===== src/rtl/sound_pwm_out.sv =====
// Sample FIFO feeding a registered PWM buzzer output; one buffered sample drives one
// full PWM period, with sticky overflow/underrun reporting toward the upstream stage.
module sound_pwm_out #(
  parameter int PWM_BITS = 8,
  parameter int DEPTH    = 4
) (
  input  logic                      clk,
  input  logic                      rst,
  input  logic signed [15:0]        soundIn,
  input  logic                      startI,
  input  logic                      clrFlags,
  output logic                      pwmOut,
  output logic [$clog2(DEPTH):0]    level,
  output logic                      full,
  output logic                      overflow,
  output logic                      underrun
);

  localparam int AW = (DEPTH > 1) ? $clog2(DEPTH) : 1;
  localparam int LW = $clog2(DEPTH) + 1;

  // Offset-binary conversion: flip the sign bit, keep the top PWM_BITS bits.
  function automatic logic [PWM_BITS-1:0] to_duty(input logic signed [15:0] s);
    logic [15:0] u;
    u = {~s[15], s[14:0]};
    return PWM_BITS'(u >> (16 - PWM_BITS));
  endfunction

  logic [PWM_BITS-1:0] mem [DEPTH];
  logic [PWM_BITS-1:0] sample_p0;
  logic [PWM_BITS-1:0] cnt;
  logic [PWM_BITS-1:0] duty;
  logic [AW-1:0]       wr_ptr;
  logic [AW-1:0]       rd_ptr;
  logic                boundary;
  logic                pop;
  logic                push;
  logic                drop;
  logic                starve;

  assign sample_p0 = to_duty(soundIn);
  assign full      = (level == LW'(DEPTH));
  assign boundary  = (cnt == '1);
  assign pop       = boundary && (level != '0);
  assign starve    = boundary && (level == '0);
  assign push      = startI && (!full || pop);
  assign drop      = startI && !push;

  // Sample storage carries data only, so it has no reset.
  always_ff @(posedge clk) begin
    if (push) mem[wr_ptr] <= sample_p0;
  end

  always_ff @(posedge clk or posedge rst) begin
    if (rst) begin
      cnt      <= '0;
      duty     <= PWM_BITS'(1) << (PWM_BITS - 1);
      pwmOut   <= 1'b0;
      wr_ptr   <= '0;
      rd_ptr   <= '0;
      level    <= '0;
      overflow <= 1'b0;
      underrun <= 1'b0;
    end else begin
      cnt    <= cnt + PWM_BITS'(1);
      pwmOut <= (cnt < duty);
      if (pop) begin
        duty   <= mem[rd_ptr];
        rd_ptr <= rd_ptr + AW'(1);
      end
      if (push) wr_ptr <= wr_ptr + AW'(1);
      level <= level + LW'(push) - LW'(pop);
      // A set event in the same cycle as a clear keeps the flag set.
      if (drop)          overflow <= 1'b1;
      else if (clrFlags) overflow <= 1'b0;
      if (starve)        underrun <= 1'b1;
      else if (clrFlags) underrun <= 1'b0;
    end
  end

endmodule


===== config.mk =====
export PLATFORM = sky130hd
export DESIGN_NAME = sound_pwm_out
export DESIGN_NICKNAME = d
export VERILOG_FILES = /design/src/rtl/sound_pwm_out.sv
export SDC_FILE = /design/constraint.sdc
export NUM_CORES = 1
export LEC_CHECK = 0
export BUFFER_PORTS_ARGS = -buffer_cell sky130_fd_sc_hd__buf_2
export CAP_MARGIN = 20
export CORE_MARGIN = 3
export CORE_UTILIZATION = 41
export CTS_CLUSTER_DIAMETER = 150
export DETAILED_ROUTE_END_ITERATION = 12
export PLACE_DENSITY = 0.58
export SLEW_MARGIN = 30
export SYNTH_ARGS = -nofsm -noshare
export SYNTH_HDL_FRONTEND = slang
export SYNTH_SLANG_ARGS = --single-unit

===== constraint.sdc =====
create_clock -name clk -period 4.05 [get_ports clk]
set_input_delay 0.2025 -clock clk [delete_from_list [all_inputs] [get_ports clk]]
set_output_delay 0.2025 -clock clk [all_outputs]
set_load 0.05 [all_outputs]

* Word level (Yosys, flattened, before mapping)
Memory sizes are Yosys's and may differ from the RTL's. A register that Yosys moved wholly into a read port is not among the register bits.
Cells that the tools add are included.
** Word-level totals
- Register bits after elaboration :: 18
- RAM bits :: 32
- Bits of input ports :: 20
- Output and inout bits :: 7
- Word-level logic and storage cells :: 33
- Memories :: 1
** Memory list
- mem :: words 4, width 8, read ports 1, clocked after Yosys merged registers in 1, write ports 1, RTL line 29 : logic [PWM_BITS-1:0] mem [DEPTH];
** Cells by class
- Add/subtract/negate cells :: 5
- Magnitude comparators :: 1
- Eq/ne operators :: 2
- Muxes and demuxes :: 5
- Bitwise operators :: 1
- Reductions and logical operators :: 11
** Operators with widths (number)
- $add 8x1->8 const B :: 1
- $eq 8x8->1 const B :: 1
- $lt 8x8->1 :: 1
- $mux 1 :: 5
- $add 2x1->2 const B :: 2
- $logic_and 1x1->1 :: 4
- $reduce_bool 2->1 :: 2
- $add 3x1->3 :: 1
- $eq 3x3->1 const B :: 1
- $logic_not 3->1 :: 1
- $reduce_bool 3->1 :: 1
- $sub 3x1->3 :: 1
- $logic_not 1->1 :: 2
- $logic_or 1x1->1 :: 1
- $not 1->1 :: 1

* Longest topological paths before layout
- Depth in word-level cells :: 7
- Mapped depth :: 11

* Worst setup path before layout
No wires, ideal clock.
- Path kind :: register to register
- Start point :: register cnt[0]
- End point :: register level[2]
- Arrival time :: 1996 ps
- Data required time :: 3905 ps
- Path slack :: 1910 ps
- Stages on the path, launching flop included :: 12
- Path through :: dfrtp_1 > ha_1 > and3_1 > buf_6 > nand3_4 > o32ai_1 > a21oi_1 > ha_1 > inv_1 > fa_1 > xnor2_1 > xnor2_1
** Between the ends
- Longest elaborated chain between the ends :: 6
** Ends and longest elaborated chain
- start, declared :: RTL line 31 : logic [PWM_BITS-1:0] cnt;
- start signal, assigned :: RTL line 65 : cnt <= cnt + PWM_BITS'(1);
- $eq 8x8->1 (*) :: RTL line 43 : assign boundary = (cnt == '1);
- $logic_and 1x1->1 (*) :: RTL line 44 : assign pop = boundary && (level != '0);
- $logic_or 1x1->1 :: RTL line 46 : assign push = startI && (!full || pop);
- $logic_and 1x1->1 :: RTL line 46
- $add 3x1->3 :: RTL line 72 : level <= level + LW'(push) - LW'(pop);
- $sub 3x1->3 (*) :: RTL line 72
- end signal, assigned :: RTL line 72
- end, declared :: RTL line 13 : output logic [$clog2(DEPTH):0] level,
Mark *: on every way between the ends. The rest lies on a longest branch, timed or not.
A chain may end at the register's enable or synchronous reset.

* Worst setup path after layout
Same ends and word-level chain as after synthesis.

==> flow_summary.rst <==
.. list-table::
   :header-rows: 1

   * - Metric
     - Value
   * - Hold crit path type
     - in -> reg
   * - First-pass GRT wire length
     - between 6000 and 7000 um
   * - Count of buffers added by post-CTS timing repair for setup
     - 0
   * - Total power divided by cell area
     - 557 mW/mm^2
   * - Root cell of the clock tree
     - sky130_fd_sc_hd__clkbuf_8
   * - Count of non-filler cells in the finished layout
     - 268
   * - 1st-iter DRT viols
     - 50
   * - Setup TNS
     - 0 ns
   * - TritonCTS clock tree
     - done
   * - Most used cells in the layout excluding fill and tap cells
     - 32 x sky130_fd_sc_hd__edfxtp_1, 25 x sky130_fd_sc_hd__dfrtp_1, 18 x sky130_fd_sc_hd__buf_2
   * - Reported net switching power
     - approximately 500 uW
   * - Sequential cell area fraction in the yosys report
     - a little over three fifths
   * - Horizontal extent of the die
     - 85.0 um
   * - Overall power after layout
     - roughly 1600 uW
   * - Fmax achieved
     - between 400 and 500 MHz
   * - Share of async-settable or async-resettable flops after synthesis
     - roughly 45%
   * - Total global routing overflow
     - 0
   * - Post-layout nets
     - 222
   * - First-pass iteration count of the detailed router
     - 3
   * - Worst setup skew after layout
     - around 0.0056 ns
   * - Share of the cycle needed by the critical path after routing
     - 55.4%
   * - Buffer depth of the longest clock path
     - 2
   * - Mapped cell area
     - 0.00256 sq mm
   * - Top cell type's share of synthesized area
     - roughly 38%
   * - Number of clock buffers inserted by TritonCTS
     - 9
   * - Worst-case register-to-register setup slack
     - around 1.8 ns
   * - Max-slew headroom
     - 43.9%
   * - Share of power burned in registers
     - between 40 and 50%
   * - Final setup fails
     - 0
   * - Yosys reg bits
     - between 50 and 60
   * - Clock transition at the registers of the reported paths
     - around 0.070 ns
   * - Final antenna diode count
     - 0
   * - Sw Share
     - a little under a third
   * - Synthesized Nets
     - between 150 and 200
   * - Remaining antenna violation count
     - 0
   * - Cell leakage power
     - between 0.001 and 0.0015 uW
   * - Cell family contributing the most delay on the critical path
     - adder cells
   * - Top-level I/O count
     - 27
   * - Critical path endpoint category
     - register
   * - Main synth FF type
     - sky130_fd_sc_hd__edfxtp_1
   * - Area of the die
     - 0.00723 sq mm
   * - Count of mapped cells out of synthesis
     - roughly 160
   * - Via-to-Cell Ratio
     - between 4 and 5
   * - Number of buffers and inverters on the critical path
     - 1
   * - Largest area contributor in the synthesized netlist
     - sky130_fd_sc_hd__edfxtp_1
   * - WL final
     - about 3900 um
   * - Cell type of the slowest stage on the worst timing path
     - sky130_fd_sc_hd__dfrtp_1
   * - Largest net degree at the start of global routing
     - 27
   * - Vias in the first global route
     - ~1400
   * - CP required
     - roughly 4.3 ns
   * - Fraction of layout cells with a size suffix above 1
     - slightly above 30%
   * - Vias after detailed routing
     - around 1300
   * - Number of max-cap violations
     - 0
   * - Syn-to-layout area delta
     - 13.1%
   * - Number of hold-slack violations in the final timing report
     - 0
   * - Overall global routing resource usage
     - about 13%
   * - Run status
     - finished clean
   * - Maximum VDD drop
     - around 0.0003 V
   * - Area of the placeable core
     - between 0.005 and 0.006 sq mm
   * - Count of final max-slew check failures
     - 0
   * - Storage cell area
     - around 0.0016 sq mm
   * - Post-synth EDFFs
     - 32
   * - RSZ-0062 raised after global routing
     - no
   * - Critical path's largest stage delay
     - ~0.41 ns
   * - Post-cts gate resize count
     - 0
   * - Internal power
     - between 1000 and 1500 uW
   * - CP cell instances
     - ha_1 -> and3_1 -> nand3_4 -> o32ai_1 -> a21oi_1 -> ha_1 -> inv_1 -> fa_1 -> xnor2_1 -> xnor2_1
   * - Number of standard-cell rows in the floorplan
     - 28
   * - Average cell area after synthesis
     - approximately 16 sq um
   * - Initial core utilization
     - between 40% and 50%
   * - Buffers on Ports
     - 18
   * - Dominant cells by area after synthesis
     - sky130_fd_sc_hd__edfxtp_1 38%, sky130_fd_sc_hd__dfrtp_1 24%, sky130_fd_sc_hd__mux4_2 7.0%
   * - Worst hold slack
     - 0.0753 ns
   * - Vert. Die Dim
     - around 85 um
   * - Cell total after placement
     - 251
   * - Leading cell type in the layout, fill and taps excluded
     - sky130_fd_sc_hd__edfxtp_1
   * - Max FO, Critical Path
     - 6
   * - Detailed-route wire length per cell
     - roughly 15 um
   * - Clock network fraction of total power
     - 31.7%
   * - Clock latency on the worst-skew pair
     - roughly 0.34 ns
   * - Library cells used by synthesis
     - 37
   * - Number of H-tree levels
     - 3
   * - Setup CP Type
     - reg -> reg
   * - Number of fill cells in the layout
     - 509
   * - Tmin final
     - roughly 2.2 ns
   * - Comb power frac
     - about a fifth
   * - CTS hold repair buffers
     - 0
   * - Initial antenna violation count
     - 0
   * - Gpl congestion
     - approximately 0.74
   * - Number of remaining DRC errors
     - 0
   * - Endpoint arrival time on the critical path
     - between 2 and 2.5 ns
   * - Sum of net half-perimeters after detailed placement
     - 2730 um
   * - Ys Warns
     - 0
   * - Pin slew with the least headroom to its limit
     - between 0.8 and 0.9 ns
   * - Total area of multi-input combinational cells
     - 831 sq um
   * - Sink Count
     - between 50 and 60
   * - Kind of launch point of the worst setup path
     - register
==> synth_stat cells (2+ instances only) <==
| master | number |
|---|---|
| sky130_fd_sc_hd__xnor2_1 | 7 |
| sky130_fd_sc_hd__dfrtp_1 | 25 |
| sky130_fd_sc_hd__nand2_1 | 5 |
| sky130_fd_sc_hd__and3_1 | 2 |
| sky130_fd_sc_hd__buf_6 | 2 |
| sky130_fd_sc_hd__o21ai_0 | 4 |
| sky130_fd_sc_hd__o21ai_2 | 7 |
| sky130_fd_sc_hd__nand2_2 | 3 |
| sky130_fd_sc_hd__xor2_1 | 5 |
| sky130_fd_sc_hd__inv_1 | 17 |
| sky130_fd_sc_hd__nand3_1 | 5 |
| sky130_fd_sc_hd__mux4_2 | 8 |
| sky130_fd_sc_hd__edfxtp_1 | 32 |
| sky130_fd_sc_hd__ha_1 | 13 |
| sky130_fd_sc_hd__a21o_1 | 2 |
| sky130_fd_sc_hd__and2_1 | 4 |
| sky130_fd_sc_hd__a21oi_1 | 2 |
==> logic make-up (layout without fill, tap and decap cells) <==
logic type | after synthesis | count (layout) | synth area share (%)
simple gates | 27 | 27 | 7.08
xor+xnor | 12 | 12 | 4.10
mux | 10 | 10 | 8.06
flops | 58 | 58 | 63.0
fa+ha+maj | 14 | 14 | 7.13
buf+inv | 22 | 52 | 4.59
compound gates | 20 | 20 | 6.06
==> power groups by stage <==
| stage | clock, uW | combinational (uW) | sequential (uW) |
|---|---|---|---|
| finish | 513 | 317 | 785 |
| CTS | 530 | 324 | 786 |
| detailed placement | 0 | 323 | 798 |
| floorplan | 0 | 171 | 853 |
| global placement | 0 | 302 | 790 |
| global route | 562 | 349 | 796 |
==> through the flow <==
stage / instance area (sq um) / worst slack [ns] / util [%]
after CTS: 2890 / 1.78 / 48.2
after global placement: 2690 / 1.88 / 44.9
after detailed placement: 2690 / 1.79 / 44.9
after global routing: 2900 / 1.63 / 48.4
final: 2900 / 1.81 / 48.4
after floorplan: 2560 / 1.91 / -
==> final timing paths <==
path,startpoint,endpoint,depth (start not counted)
worst min register to register,cnt[0]$_DFF_PP0_,cnt[0]$_DFF_PP0_,1
worst max register to register,cnt[0]$_DFF_PP0_,level[2]$_DFF_PP0_,10
min in group asynchronous,rst,wr_ptr[1]$_DFFE_PP0P_,3
max in group asynchronous,rst,duty[7]$_DFFE_PP1N_,3
worst max-delay path,cnt[0]$_DFF_PP0_,level[2]$_DFF_PP0_,10
worst min-delay path,soundIn[13],mem[1][5]$_DFFE_PP_,1
==> metal layers <==
| layer | track usage (%) | vias up | wire length, um |
|---|---|---|---|
| li1 | - | 638 | - |
| met4 | 7.05 | 0 | 108 |
| met3 | 5.24 | 12 | 171 |
| met5 | 0 | - | 0 |
| met2 | 19.8 | 21 | 1990 |
| met1 | 14.7 | 636 | 1680 |
==> flip-flops by register name (all words and copies together), names as in the netlist <==
signal	flops
duty	8
overflow	1
wr_ptr	2
rd_ptr	2
mem	32
pwmOut	1
level	3
cnt	8
underrun	1
==> final cells by class <==
cell class	count	share of cell area, %
Clock buffer	10	4.41
Clock inverter	6	2.33
Inverter	17	2.20
Multi-Input combinational cell	83	28.7
Sequential cell	58	55.7
Tap cell	75	3.24
Timing Repair Buffer	19	3.46
Note: power is estimated with default switching activity, not from simulation.
